`src/rtl/bp_pkg.sv`:
```
`default_nettype none
// ============================================================================
// Module   : bp_pkg
// Purpose  : Shared types and helpers for the branch-resolution controller.
// Revision : 1.0  initial release
// ============================================================================
package bp_pkg;

  localparam logic [31:0] PC_STEP = 32'd4;

  typedef struct packed {
    logic [31:0] pc;
    logic [31:0] target;
    logic        taken;
  } bp_upd_t;

  typedef enum logic [0:0] {
    RUN   = 1'b0,
    FLUSH = 1'b1
  } bp_state_e;

  // A taken branch with the right direction can still mispredict on target.
  function automatic logic bp_is_mispred(input logic        taken,
                                         input logic        pred_taken,
                                         input logic [31:0] target,
                                         input logic [31:0] pred_target);
    return (taken != pred_taken) | (taken & pred_taken & (target != pred_target));
  endfunction

  function automatic logic [31:0] bp_correct_pc(input logic        taken,
                                                input logic [31:0] pc,
                                                input logic [31:0] target);
    return taken ? target : (pc + PC_STEP);
  endfunction

endpackage
`default_nettype wire

```
`src/rtl/bp_update_ctrl_if.sv`:
```
`default_nettype none
// ============================================================================
// Module   : bp_update_ctrl_if
// Purpose  : EX-side, fetch-redirect and predictor-update signals of the
//            branch-resolution controller.
// Revision : 1.0  initial release
// ============================================================================
interface bp_update_ctrl_if;

  logic        ex_valid;
  logic [31:0] ex_pc;
  logic [31:0] ex_target;
  logic        ex_taken;
  logic        ex_pred_taken;
  logic [31:0] ex_pred_target;
  logic        ex_stall;

  logic        redirect_valid;
  logic [31:0] redirect_pc;
  logic        flush;

  logic        upd_valid;
  logic        upd_ready;
  logic [31:0] upd_pc;
  logic [31:0] upd_target;
  logic        upd_taken;

  logic [31:0] perf_branches;
  logic [31:0] perf_mispred;

  modport slave (
    input  ex_valid, ex_pc, ex_target, ex_taken, ex_pred_taken, ex_pred_target,
    input  upd_ready,
    output ex_stall, redirect_valid, redirect_pc, flush,
    output upd_valid, upd_pc, upd_target, upd_taken,
    output perf_branches, perf_mispred
  );

  modport master (
    output ex_valid, ex_pc, ex_target, ex_taken, ex_pred_taken, ex_pred_target,
    output upd_ready,
    input  ex_stall, redirect_valid, redirect_pc, flush,
    input  upd_valid, upd_pc, upd_target, upd_taken,
    input  perf_branches, perf_mispred
  );

endinterface
`default_nettype wire

```
`src/rtl/bp_upd_fifo.sv`:
```
`default_nettype none
// ============================================================================
// Module   : bp_upd_fifo
// Purpose  : Synchronous FIFO of predictor training updates with push/pop,
//            full/empty/count and a head output driven from registered storage.
// Revision : 1.0  initial release
// ============================================================================
module bp_upd_fifo
  import bp_pkg::*;
#(
  parameter int DEPTH = 4
) (
  input  logic                     clk,
  input  logic                     rstn,
  input  logic                     push_i,
  input  bp_upd_t                  data_i,
  input  logic                     pop_i,
  output bp_upd_t                  head_o,
  output logic                     full_o,
  output logic                     empty_o,
  output logic [$clog2(DEPTH):0]   count_o
);

  localparam int AW   = $clog2(DEPTH);
  localparam int CNTW = AW + 1;

  bp_upd_t         mem_q [DEPTH];
  logic [AW-1:0]   wr_ptr_q, wr_ptr_d;
  logic [AW-1:0]   rd_ptr_q, rd_ptr_d;
  logic [CNTW-1:0] count_q,  count_d;
  logic            do_push;
  logic            do_pop;

  assign full_o  = (count_q == CNTW'(DEPTH));
  assign empty_o = (count_q == '0);
  assign count_o = count_q;

  // A full queue refuses the push even when the head leaves in the same cycle.
  assign do_push = push_i & ~full_o;
  assign do_pop  = pop_i  & ~empty_o;

  always_comb begin
    wr_ptr_d = wr_ptr_q;
    rd_ptr_d = rd_ptr_q;
    count_d  = count_q;
    if (do_push) wr_ptr_d = wr_ptr_q + AW'(1);
    if (do_pop)  rd_ptr_d = rd_ptr_q + AW'(1);
    case ({do_push, do_pop})
      2'b10:   count_d = count_q + CNTW'(1);
      2'b01:   count_d = count_q - CNTW'(1);
      default: count_d = count_q;
    endcase
  end

  always_ff @(posedge clk or negedge rstn) begin
    if (!rstn) begin
      wr_ptr_q <= '0;
      rd_ptr_q <= '0;
      count_q  <= '0;
    end else begin
      wr_ptr_q <= wr_ptr_d;
      rd_ptr_q <= rd_ptr_d;
      count_q  <= count_d;
    end
  end

  always_ff @(posedge clk) begin
    if (do_push) mem_q[wr_ptr_q] <= data_i;
  end

  // Gated so stale storage never reaches the predictor when empty.
  assign head_o = empty_o ? '0 : mem_q[rd_ptr_q];

endmodule
`default_nettype wire

```
`src/rtl/bp_update_ctrl.sv`:
```
`default_nettype none
// ============================================================================
// Module   : bp_update_ctrl
// Purpose  : Resolves EX branches against their prediction, redirects fetch
//            and times a flush on a mispredict, and queues predictor updates.
//            Optional BP_PERF_CNT_EN adds saturating branch/mispredict counters.
// Revision : 1.0  initial release
// ============================================================================
module bp_update_ctrl
  import bp_pkg::*;
#(
  parameter int QDEPTH       = 4,
  parameter int FLUSH_CYCLES = 2
) (
  input  logic              clk,
  input  logic              rstn,
  bp_update_ctrl_if.slave   bus
);

  localparam int              CW       = (FLUSH_CYCLES > 1) ? $clog2(FLUSH_CYCLES) : 1;
  localparam int              CNT_W    = $clog2(QDEPTH) + 1;
  localparam logic [CW-1:0]   CNT_INIT = CW'(FLUSH_CYCLES - 1);
  localparam logic [0:0]      ST_RUN   = RUN;
  localparam logic [0:0]      ST_FLUSH = FLUSH;

  logic [0:0]       state_q,       state_d;
  logic [CW-1:0]    cnt_q,         cnt_d;
  logic             redir_valid_q, redir_valid_d;
  logic [31:0]      redir_pc_q,    redir_pc_d;

  logic             accept;
  logic             mispred;
  logic [31:0]      correct_pc;
  bp_upd_t          push_data;
  bp_upd_t          head;
  logic             fifo_full;
  logic             fifo_empty;
  logic [CNT_W-1:0] fifo_count;

  assign mispred    = bp_is_mispred(bus.ex_taken, bus.ex_pred_taken,
                                    bus.ex_target, bus.ex_pred_target);
  assign correct_pc = bp_correct_pc(bus.ex_taken, bus.ex_pc, bus.ex_target);

  // Branches arriving during FLUSH are wrong-path and are dropped.
  assign accept = bus.ex_valid & ~fifo_full & (state_q == ST_RUN);

  assign push_data = '{pc: bus.ex_pc, target: bus.ex_target, taken: bus.ex_taken};

  bp_upd_fifo #(
    .DEPTH (QDEPTH)
  ) u_fifo (
    .clk     (clk),
    .rstn    (rstn),
    .push_i  (accept),
    .data_i  (push_data),
    .pop_i   (bus.upd_ready),
    .head_o  (head),
    .full_o  (fifo_full),
    .empty_o (fifo_empty),
    .count_o (fifo_count)
  );

  always_comb begin
    state_d       = state_q;
    cnt_d         = cnt_q;
    redir_valid_d = 1'b0;
    redir_pc_d    = redir_pc_q;
    case (state_q)
      ST_RUN: begin
        if (accept && mispred) begin
          state_d       = ST_FLUSH;
          cnt_d         = CNT_INIT;
          redir_valid_d = 1'b1;
          redir_pc_d    = correct_pc;
        end
      end
      ST_FLUSH: begin
        if (cnt_q == '0) state_d = ST_RUN;
        else             cnt_d   = cnt_q - CW'(1);
      end
      default: state_d = ST_RUN;
    endcase
  end

  always_ff @(posedge clk or negedge rstn) begin
    if (!rstn) begin
      state_q       <= ST_RUN;
      cnt_q         <= '0;
      redir_valid_q <= 1'b0;
      redir_pc_q    <= '0;
    end else begin
      state_q       <= state_d;
      cnt_q         <= cnt_d;
      redir_valid_q <= redir_valid_d;
      redir_pc_q    <= redir_pc_d;
    end
  end

  assign bus.ex_stall       = (fifo_count == CNT_W'(QDEPTH));
  assign bus.redirect_valid = redir_valid_q;
  assign bus.redirect_pc    = redir_pc_q;
  assign bus.flush          = (state_q == ST_FLUSH);

  assign bus.upd_valid  = ~fifo_empty;
  assign bus.upd_pc     = head.pc;
  assign bus.upd_target = head.target;
  assign bus.upd_taken  = head.taken;

`ifdef BP_PERF_CNT_EN
  logic [31:0] perf_br_q;
  logic [31:0] perf_mp_q;

  always_ff @(posedge clk or negedge rstn) begin
    if (!rstn) begin
      perf_br_q <= '0;
      perf_mp_q <= '0;
    end else begin
      if (accept && (perf_br_q != '1))            perf_br_q <= perf_br_q + 32'd1;
      if (accept && mispred && (perf_mp_q != '1)) perf_mp_q <= perf_mp_q + 32'd1;
    end
  end

  assign bus.perf_branches = perf_br_q;
  assign bus.perf_mispred  = perf_mp_q;
`else
  assign bus.perf_branches = '0;
  assign bus.perf_mispred  = '0;
`endif

endmodule
`default_nettype wire

```
`src/flat_wrapper.sv`:
```
// flat-port wrapper written by rule: the top's interface ports become plain ports
module bp_update_ctrl_flat import bp_pkg::*;
#(
  parameter int QDEPTH       = 4,
  parameter int FLUSH_CYCLES = 2
)
  (clk, rstn, bus_ex_valid, bus_ex_pc, bus_ex_target, bus_ex_taken, bus_ex_pred_taken, bus_ex_pred_target, bus_upd_ready, bus_ex_stall, bus_redirect_valid, bus_redirect_pc, bus_flush, bus_upd_valid, bus_upd_pc, bus_upd_target, bus_upd_taken, bus_perf_branches, bus_perf_mispred);
  bp_update_ctrl_if bus_i ();
  input  logic clk;
  input  logic rstn;
  input wire logic [$bits(bus_i.ex_valid)-1:0] bus_ex_valid;
  input wire logic [$bits(bus_i.ex_pc)-1:0] bus_ex_pc;
  input wire logic [$bits(bus_i.ex_target)-1:0] bus_ex_target;
  input wire logic [$bits(bus_i.ex_taken)-1:0] bus_ex_taken;
  input wire logic [$bits(bus_i.ex_pred_taken)-1:0] bus_ex_pred_taken;
  input wire logic [$bits(bus_i.ex_pred_target)-1:0] bus_ex_pred_target;
  input wire logic [$bits(bus_i.upd_ready)-1:0] bus_upd_ready;
  output wire logic [$bits(bus_i.ex_stall)-1:0] bus_ex_stall;
  output wire logic [$bits(bus_i.redirect_valid)-1:0] bus_redirect_valid;
  output wire logic [$bits(bus_i.redirect_pc)-1:0] bus_redirect_pc;
  output wire logic [$bits(bus_i.flush)-1:0] bus_flush;
  output wire logic [$bits(bus_i.upd_valid)-1:0] bus_upd_valid;
  output wire logic [$bits(bus_i.upd_pc)-1:0] bus_upd_pc;
  output wire logic [$bits(bus_i.upd_target)-1:0] bus_upd_target;
  output wire logic [$bits(bus_i.upd_taken)-1:0] bus_upd_taken;
  output wire logic [$bits(bus_i.perf_branches)-1:0] bus_perf_branches;
  output wire logic [$bits(bus_i.perf_mispred)-1:0] bus_perf_mispred;
  assign bus_i.ex_valid = bus_ex_valid;
  assign bus_i.ex_pc = bus_ex_pc;
  assign bus_i.ex_target = bus_ex_target;
  assign bus_i.ex_taken = bus_ex_taken;
  assign bus_i.ex_pred_taken = bus_ex_pred_taken;
  assign bus_i.ex_pred_target = bus_ex_pred_target;
  assign bus_i.upd_ready = bus_upd_ready;
  assign bus_ex_stall = bus_i.ex_stall;
  assign bus_redirect_valid = bus_i.redirect_valid;
  assign bus_redirect_pc = bus_i.redirect_pc;
  assign bus_flush = bus_i.flush;
  assign bus_upd_valid = bus_i.upd_valid;
  assign bus_upd_pc = bus_i.upd_pc;
  assign bus_upd_target = bus_i.upd_target;
  assign bus_upd_taken = bus_i.upd_taken;
  assign bus_perf_branches = bus_i.perf_branches;
  assign bus_perf_mispred = bus_i.perf_mispred;
  bp_update_ctrl #(.QDEPTH(QDEPTH), .FLUSH_CYCLES(FLUSH_CYCLES)) u_core (.clk(clk), .rstn(rstn), .bus(bus_i));
endmodule
```
`config.mk`:
```
export PLATFORM = sky130hd
export DESIGN_NAME = bp_update_ctrl_flat
export DESIGN_NICKNAME = d
export VERILOG_FILES = /design/src/rtl/bp_pkg.sv /design/src/rtl/bp_update_ctrl_if.sv /design/src/rtl/bp_upd_fifo.sv /design/src/rtl/bp_update_ctrl.sv /design/src/flat_wrapper.sv
export SDC_FILE = /design/constraint.sdc
export NUM_CORES = 1
export LEC_CHECK = 0
export ABC_CLOCK_PERIOD_IN_PS = 3600
export CAP_MARGIN = 10
export CORE_UTILIZATION = 52
export DETAILED_ROUTE_END_ITERATION = 10
export GPL_TIMING_DRIVEN = 1
export PLACE_DENSITY_LB_ADDON = 0.1
export SYNTH_ARGS = -nofsm -noshare
export SYNTH_HDL_FRONTEND = slang
export SYNTH_SLANG_ARGS = --single-unit
```
`constraint.sdc`:
```
create_clock -name clk -period 3.6 [get_ports clk]
set_input_delay 0.36 -clock clk [delete_from_list [all_inputs] [get_ports clk]]
set_output_delay 0.36 -clock clk [all_outputs]
set_load 0.01 [all_outputs]
```
---- Word-level counts from Yosys, hierarchy flattened ----
Memories as Yosys holds them, arrays and structs flattened.
Index checks and enable logic that the tools add are counted.
W data, S select, Z words.
operators by class
  add/subtract/negate cells ............... 6
  $mul .................................... 0
  divide/modulo/power cells ............... 0
  magnitude comparators ................... 0
  equal/unequal tests ..................... 6
  shift-type cells ........................ 0
  multiplexer cells ....................... 12
  bitwise logic cells ..................... 10
  reduce and logical (&&, ||, !) cells .... 4
operator list
  kind                     count
  $mux W65                 1
  $add A32 B3 Y32 const B  1
  $mux W32                 1
  $ne A32 B32 Y1           1
  $mux W1                  7
  $and A1 B1 Y1            6
  $pmux W3 S2              1
  $add A2 B1 Y2 const B    2
  $pmux W1 S2              2
  $add A3 B1 Y3 const B    1
  $eq A3 B3 Y1 const B     1
  $logic_not A3 Y1         1
  $not A1 Y1               3
  $sub A3 B1 Y3 const B    1
  $eq A2 B1 Y1 const B     1
  $eq A2 B2 Y1 const B     1
  $ne A2 B2 Y1 const B     1
  $reduce_and A2 Y1        1
  $reduce_bool A2 Y1       1
  $logic_and A1 B1 Y1      1
  $ne A1 B1 Y1             1
  $or A1 B1 Y1             1
  $sub A1 B1 Y1 const B    1
word-level totals
  register bits ........................... 42
  bits in latches ......................... 0
  RAM bits ................................ 260
  bits in read-only memories .............. 0
  input bits .............................. 102
  output and inout port bits .............. 165
  memories ................................ 1
memory list
  memory               words  bits a word  read ports  clocked after memory_dff  wr ports  RTL line           source
  u_core.u_fifo.mem_q  4      65           1           0                         1         bp_upd_fifo.sv:27  bp_upd_t mem_q [DEPTH];

---- Depth between registers and ports, before layout ----
Gate-level depths: netlist of run 1.
  word-level depth ........................ 7
  mapped depth ............................ 10

---- By module ----
From an unflattened synthesis of run 1, not the netlist that was laid out.
second synthesis, totals
  cell total of the unflattened synthesis .. 782
  area total of the unflattened synthesis .. 13,396.6 um2
by module, submodules not included
  module          instances  cells an instance  area each (um2)
  bp_upd_fifo     1          450                10,266.1
  bp_update_ctrl  1          332                3,130.5

---- Worst setup path after synthesis of run 1 ----
OpenSTA, ideal clock, no wires.
  kind .................................... register -> register
  start ................................... register u_core.u_fifo.count_q[0] (netlist: u_core.u_fifo.count_o[0])
  end ..................................... memory u_core.u_fifo.mem_q[0][0] (netlist name), enable pin
  library setup time ...................... 430 ps
  data arrival time ....................... 2,555 ps
  data required time ...................... 3,170 ps
  path slack .............................. 615 ps
  stages on the path, launching flop included .. 5
  buffers on the path ..................... 0
  clock period less this slack ............ 2,985 ps
  cell sequence ........................... dfrtp_1 -> inv_1 -> and3_4 -> nor3b_4 -> and2_1
between the ends
  longest elaborated chain between the ends .. 7
ends and longest elaborated chain
  what                               RTL line                                 source
  start, declared                    bp_upd_fifo.sv:30                        logic [CNTW-1:0] count_q, count_d;
  start signal, assigned             bp_upd_fifo.sv:63                        count_q <= count_d;
  $eq A3 B3 Y1 (*)                   -
  named net bus_ex_stall             flat_wrapper.sv:18                       output wire logic [$bits(bus_i.ex_stall)-1:0] bus_ex_stall;
  $not A1 Y1 (*)                     bp_upd_fifo.sv:39, bp_update_ctrl.sv:45
  $and A1 B1 Y1 (2 in a row)         bp_update_ctrl.sv:45                     assign accept = bus.ex_valid & ~fifo_full & (state_q == ST_RUN);
  $and A1 B1 Y1 (*)                  bp_upd_fifo.sv:39                        assign do_push = push_i & ~full_o;
  $mux W1 (*)                        bp_upd_fifo.sv:68                        if (do_push) mem_q[wr_ptr_q] <= data_i;
  $mux W1 (not written as such) (*)  bp_upd_fifo.sv:68
  end, declared                      bp_upd_fifo.sv:27
Mark *: on every way through the listed nets, which the timed path passes. The rest lies on a longest branch.

---- Worst setup path after layout of run 1 ----
  start ................................... register u_core.u_fifo.rd_ptr_q[0]
  end ..................................... output bus_upd_pc[23]
between the ends
  longest elaborated chain between the ends .. 2
ends and longest elaborated chain
  what                    RTL line            source
  start, declared         bp_upd_fifo.sv:29   logic [AW-1:0] rd_ptr_q, rd_ptr_d;
  start signal, assigned  bp_upd_fifo.sv:62   rd_ptr_q <= rd_ptr_d;
  $mem_v2 Z4 W65          -
  $mux W65                bp_upd_fifo.sv:72   assign head_o = empty_o ? '0 : mem_q[rd_ptr_q];
  end, declared           flat_wrapper.sv:23  output wire logic [$bits(bus_i.upd_pc)-1:0] bus_upd_pc;
No other way between the ends.

==> reports/qor.csv, run 1 <==
metric;value;unit
hold_viol;0;
placedCellCount;1291;
design_area;16300;µm²
cp-start-kind;flip-flop;
critical_path_class;flip-flop to primary output;
synth.area.top_cells;edfxtp_1 (59%), mux4_2 (11%), dfrtp_1 (8.0%);
status;finished, final reports clean;
netlist_instances;783;
cts.clk_slew.worst_paths;0.07;ns
yosysWarnings;0;
row_count;57;
grt_start_max_net_pins;66;
synth-xor-area-share;4.38;%
hold_path.class;input pin to asynchronous set/reset pin;
worst-path-buf-inv;2;
synth_top_cell_by_area;edfxtp_1;
instances_no_fill;1343;
post_cts.repair.setup_buffers;0;
crit_fanout;25;
maxCapViolations;0;
clkSinkCount;302;
viasPerCell;5.42;
cts_tree;built;
crit_path_top_delay_cell;dfrtp_4;
worstPathCellList;buf_4, mux4_2, and2_1, clkdlybuf4s50_1;
grt_first_pass_wirelength;44100;µm
drtIter0Drc;487;
synth_top_area_share;59.1;%
yosysSeqAreaShare;67.0;%
gr-total-overflow;0;
detail-route-antenna-nets;0;
io_pins;267;
h-tree-depth;1;
die_w;161;µm
tns;0;ns
synthToLayoutAreaGrowth;23.3;%
grt_antenna_before_repair;0;
timing.slew.headroom;28.6;%
portBuffers;202;
clock_skew;0.0116;ns
initial_utilization;53.7;%
synthAdderAreaFrac;0.814;%
drtPass1Iterations;5;
yosys.area_share.simple;7.18;%
peakVddDrop;0.588;mV
num-nets-final;1109;
netlist_area;13200;µm²
worstPathRequired;3.24;ns
clockBufferDepth;3;
finalSetupViolations;0;
rsz0062_at_grt;false;
synth-compound-area-share;1.35;%
hpwl;20000;µm
critPathArrivalTime;2.84;ns
syn_avg_cell_area;16.9;µm²
ys_types;35;
fillers;1745;
die_h;161;µm
gp_congestion;0.823;
timing.fmax;312;MHz
grt_usage;23.0;%
postPlaceCellArea;15400;µm²
insertion_delay;0.55;ns
die-area;26100;µm²
cts_root_buffer;clkbuf_16;
whs;0.00304;ns
route.detailed.drc;0;
wl;29900;µm
max_stage_delay;0.77;ns
wire_per_inst;22.3;µm
antennaDiodeCount;0;
grt_pass1_vias;7120;
layout-drive-gt1-share;15.8;%
period_share;88.9;%
vias;7273;
p_leak;5.59;nW
cp-end-kind;primary output;
synth_top_family_by_area;multiplexers;
core-area;24600;µm²
synth-seq-cells;302;
numCtsBuffers;30;
drv_slew;0;
ctsHoldBuffers;0;
finalPower;0.0126;W
tightest_slew;1.07;ns
power_density;775;nW/µm²
synth.mux.area_fraction;14.1;%
crit_family;buffers and inverters;
period_needed;3.20;ns
cts_resized;0;
registers in the layout, indices dropped and copies added (netlist names):
name                       flops
u_core.bus.flush               1
u_core.bus.redirect_pc        32
u_core.bus.redirect_valid      1
u_core.cnt_q                   1
u_core.u_fifo.count_o          3
u_core.u_fifo.mem_q          260
u_core.u_fifo.rd_ptr_q         2
u_core.u_fifo.wr_ptr_q         2
per-layer routing:
metal | vias up | track usage, % | wire length (µm)
li1 | 3253 | - | -
met1 | 3700 | 32.9 | 12800
met2 | 274 | 37.5 | 14600
met3 | 46 | 3.13 | 1810
met4 | 0 | 6.43 | 721
met5 | - | 0 | 0
per-stage QoR:
step	utilization [%]	setup WS, ns
floorplan	-	0.615
global placement	62.7	0.716
detailed placement	62.7	0.689
CTS	66.2	0.334
global route	66.2	0.253
finish	66.2	0.399
cells by family (layout without fill, tap and decap cells):
family / count (synthesis) / after routing
AO/OA/AOI/OAI: 33 / 33
XOR/XNOR: 66 / 66
adder cells (fa/ha/maj): 8 / 8
buffers and inverters: 106 / 279
flip-flops: 302 / 302
multiplexers: 101 / 101
other: 1 / 64
AND/OR/NAND/NOR: 166 / 166
worst paths after layout:
check | from | end | slack (ns) | cells past startpoint
max | u_core.u_fifo.rd_ptr_q[0] | bus_upd_pc[23] | 0.40 | 4
min | rstn | u_core.bus.redirect_pc[15] | 0.003 | 1
max reg2reg | u_core.u_fifo.count_o[2] | u_core.u_fifo.count_o[2] | 1.17 | 8
min reg2reg | u_core.cnt_q | u_core.bus.flush | 0.50 | 2
max in group asynchronous | rstn | u_core.u_fifo.rd_ptr_q[0] | 2.80 | 1
min in group clk | bus_ex_taken | u_core.bus.flush | 0.49 | 5
report_power, final:
part | internal (W) | switching, W | total, W
logic | 0.00273 | 0.00209 | 0.00483
clock network | 0.00156 | 0.00125 | 0.00280
registers | 0.00461 | 0.000385 | 0.00500
synth_stat cells, drive strengths merged:
cell	number
nand3	14
xor2	23
inv	10
buf	75
nor2	6
edfxtp	260
mux2	35
clkbuf	21
o21ai	32
ha	7
mux4	65
nor3b	1
fa	1
nor3	3
or3	1
a21boi	1
xnor2	43
nor4	6
dfrtp	42
nand2	41
and2	70
conb	1
and3	4
and4	2
nand4	18
mux2i	1
cell usage in the layout, fill, tap and decap left out, drive strengths merged:
cell,instances
dfrtp,42
xnor2,43
buf,17
clkdlybuf4s50,200
ha,7
and3,4
or3,1
nand4,18
conb,64
o21ai,32
mux4,65
a21boi,1
nor2,6
and2,70
nand3,14
fa,1
xor2,23
nor4,6
and4,2
inv,11
nor3b,1
clkinvlp,1
clkbuf,37
edfxtp,260
nand2,41
mux2,35
nor3,3
mux2i,1
clkinv,13
layout make-up:
| cell class | instances | area (µm²) | area share [%] |
|---|---|---|---|
| inverter | 10 | 37.5 | 0.230 |
| timing repair buffer | 217 | 2190 | 13.4 |
| multi-input combinational | 438 | 3930 | 24.1 |
| tap | 324 | 405 | 2.49 |
| sequential | 302 | 8860 | 54.4 |
| clock buffer | 37 | 798 | 4.90 |
| clock inverter | 15 | 71.3 | 0.438 |
worst reg2reg max path, cell delays in order, from the launching register on:
cell and delay [ns]:
dfrtp_1 0.40, or3_2 0.78, and2_1 0.32, ha_1 0.22, inv_1 0.07, fa_1 0.17, xor2_1 0.15, nor2_1 0.07
xor2_1 0.15
(Power assumes the default switching activity.)
==> run 2, diff against run 1 <==
--- a/config.mk
+++ b/config.mk
@@ -5,7 +5,7 @@
 export SDC_FILE = /design/constraint.sdc
 export NUM_CORES = 1
 export LEC_CHECK = 0
-export ABC_CLOCK_PERIOD_IN_PS = 3600
+export ABC_CLOCK_PERIOD_IN_PS = 3300
 export CAP_MARGIN = 10
 export CORE_UTILIZATION = 52
 export DETAILED_ROUTE_END_ITERATION = 10
==> constraint.sdc (replaced) <==
create_clock -name clk -period 3.3 [get_ports clk]
set_input_delay 0.33 -clock clk [delete_from_list [all_inputs] [get_ports clk]]
set_output_delay 0.33 -clock clk [all_outputs]
set_load 0.01 [all_outputs]
==> reports/qor.csv, run 2 (synthesized netlist as in run 1, its figures left out) <==
metric;value;unit;change
wl;30200;µm;+0.92%
cp-start-kind;flip-flop;;
critPathArrivalTime;2.82;ns;-0.02 ns
timing.fmax;318;MHz;
grt_usage;23.4;%;+0.34 points
final_cell_mix;edfxtp_1 (260), clkdlybuf4s50_1 (200), and2_1 (66);;
reg2reg_to;u_core.u_fifo.count_o[2];;
synthToLayoutAreaGrowth;24.5;%;
grt_first_pass_wirelength;45000;µm;+1.9%
p_leak;5.67;nW;+1.5%
grt_antenna_before_repair;1;;+1
power_density;851;nW/µm²;+9.8%
worstPathCellList;buf_4, mux4_2, and2_1, clkdlybuf4s50_1;;
hold_path.class;input pin to asynchronous set/reset pin;;
largest_register_ffs;260;;unchanged
drtIter0Drc;472;;-3.1%
cts_tree;built;;
layout-drive-gt1-share;16.7;%;+0.87 points
route.detailed.drc;0;;unchanged
period_needed;3.15;ns;
crit_fanout;26;;+4.0%
vias;7366;;+1.3%
cp-end-kind;primary output;;
insertion_delay;0.54;ns;about the same
critical_path_class;flip-flop to primary output;;
grt_pass1_vias;7361;;+3.4%
fin_util;66.9;%;+0.66 points
post_cts.repair.setup_buffers;0;;unchanged
postPlaceCellArea;15500;µm²;+0.75%
worstPathRequired;2.97;ns;-0.27 ns
period_share;95.4;%;
tns;0;ns;unchanged
max_stage_delay;0.82;ns;+0.05 ns
r2r_cells;8;;unchanged
clkSinkCount;302;;unchanged
gr-total-overflow;0;;unchanged
gp_congestion;0.825;;+0.30%
whs;0.447;ns;+0.444 ns
grt_start_max_net_pins;66;;unchanged
timing.slew.headroom;41.7;%;+13 points
cts_root_buffer;clkbuf_16;;
drtPass1Iterations;4;;-1
die_h;161;µm;unchanged
h-tree-depth;1;;unchanged
final_common_cell;edfxtp_1;;
hold_viol;0;;unchanged
maxCapViolations;0;;unchanged
die-area;26100;µm²;unchanged
row_count;57;;unchanged
drv_slew;0;;unchanged
num-nets-final;1117;;+0.72%
status;finished, final reports clean;;
die_w;161;µm;unchanged
fillers;1773;;+1.6%
crit_path_top_delay_cell;dfrtp_4;;
peakVddDrop;0.506;mV;-14%
reg2reg_from;u_core.u_fifo.count_o[2];;
design_area;16500;µm²;+0.99%
top_register;u_core.u_fifo.mem_q;;
io_pins;267;;unchanged
viasPerCell;5.45;;+0.68%
portBuffers;202;;unchanged
clock_skew;0.0101;ns;-0.00149 ns
tightest_slew;0.875;ns;-0.196 ns
rsz0062_at_grt;false;;
ff2ff_setup_slack;0.90;ns;-0.27 ns
finalSetupViolations;0;;unchanged
clockBufferDepth;3;;unchanged
detail-route-antenna-nets;0;;unchanged
hpwl;20400;µm;+2.1%
initial_utilization;53.7;%;unchanged
finalPower;0.0140;W;+11%
cts.clk_slew.worst_paths;0.06;ns;about the same
wire_per_inst;22.4;µm;+0.32%
core-area;24600;µm²;unchanged
numCtsBuffers;30;;unchanged
==> run 2: cell types whose count changed in the layout (fill, tap and decap cells not counted), sizes merged <==
cell	previous run	this run
clkinv	13	5
inv	11	10
diode	0	1
clkinvlp	1	0
buf	17	24
bufinv	0	1
clkbuf	37	45
dlygate4sd3	0	1
==> run 2: layout make-up <==
cell class                      count  area, µm²  share of cell area, %
Multi-Input combinational cell    438       3930                   23.9
Inverter                           10       37.5                  0.228
Clock inverter                      6       55.1                  0.335
Antenna cell                        1       2.50                 0.0152
Timing Repair Buffer              225       2310                   14.1
Sequential cell                   302       8860                   53.9
Clock buffer                       45        848                   5.16
Tap cell                          324        405                   2.46
==> run 2: how the worst max path moves through the flow <==
stage	from	to	slack, ns	cells after the start
after floorplan	u_core.u_fifo.count_o[0]	u_core.u_fifo.mem_q[0][0]	0.31	4
after global placement	bus_ex_target[6]	u_core.bus.redirect_pc[20]	0.45	8
after detailed placement	bus_ex_target[6]	u_core.bus.redirect_pc[4]	0.41	8
after CTS	u_core.u_fifo.rd_ptr_q[0]	bus_upd_target[11]	0.09	4
after global routing	u_core.u_fifo.rd_ptr_q[0]	bus_upd_target[11]	0.03	4
final	u_core.u_fifo.rd_ptr_q[0]	bus_upd_target[11]	0.15	4
==> run 2: layer usage <==
layer	wire length [µm]	vias up	share of wire [%]	global-route usage, %
li1	-	3276	-	-
met1	12700	3710	42	34.1
met2	14700	329	49	36.6
met3	1930	51	6.4	3.36
met4	912	0	3.0	7.68
met5	0	-	0	0
==> run 2: worst max-delay path, delay by kind of cell, from the launching register on <==
kind	cells	cell delay (ns)
DFF	1	0.82
buffers and inverters	2	0.75
muxes	1	0.50
and+or+nand+nor	1	0.18
==> run 2: through the flow <==
step,setup slack (ns),std cells
2_1_floorplan,0.315,846
3_3_place_gp,0.447,1298
3_5_place_dp,0.407,1298
4_1_cts,0.0850,1350
5_1_grt,0.0284,1351
6_report,0.152,1351
==> run 2: repair_timing <==
item / in CTS / in global routing
resized for setup: 0 / 0
hold endpoints to repair: 33 / 0
hold buffers: 1 / 0
==> run 2: power by group <==
group / leakage (nW) / switching (W) / internal [W]
Combinational: 2.36 / 0.00232 / 0.00306
Sequential: 2.87 / 0.000418 / 0.00503
Clock: 0.444 / 0.00134 / 0.00183
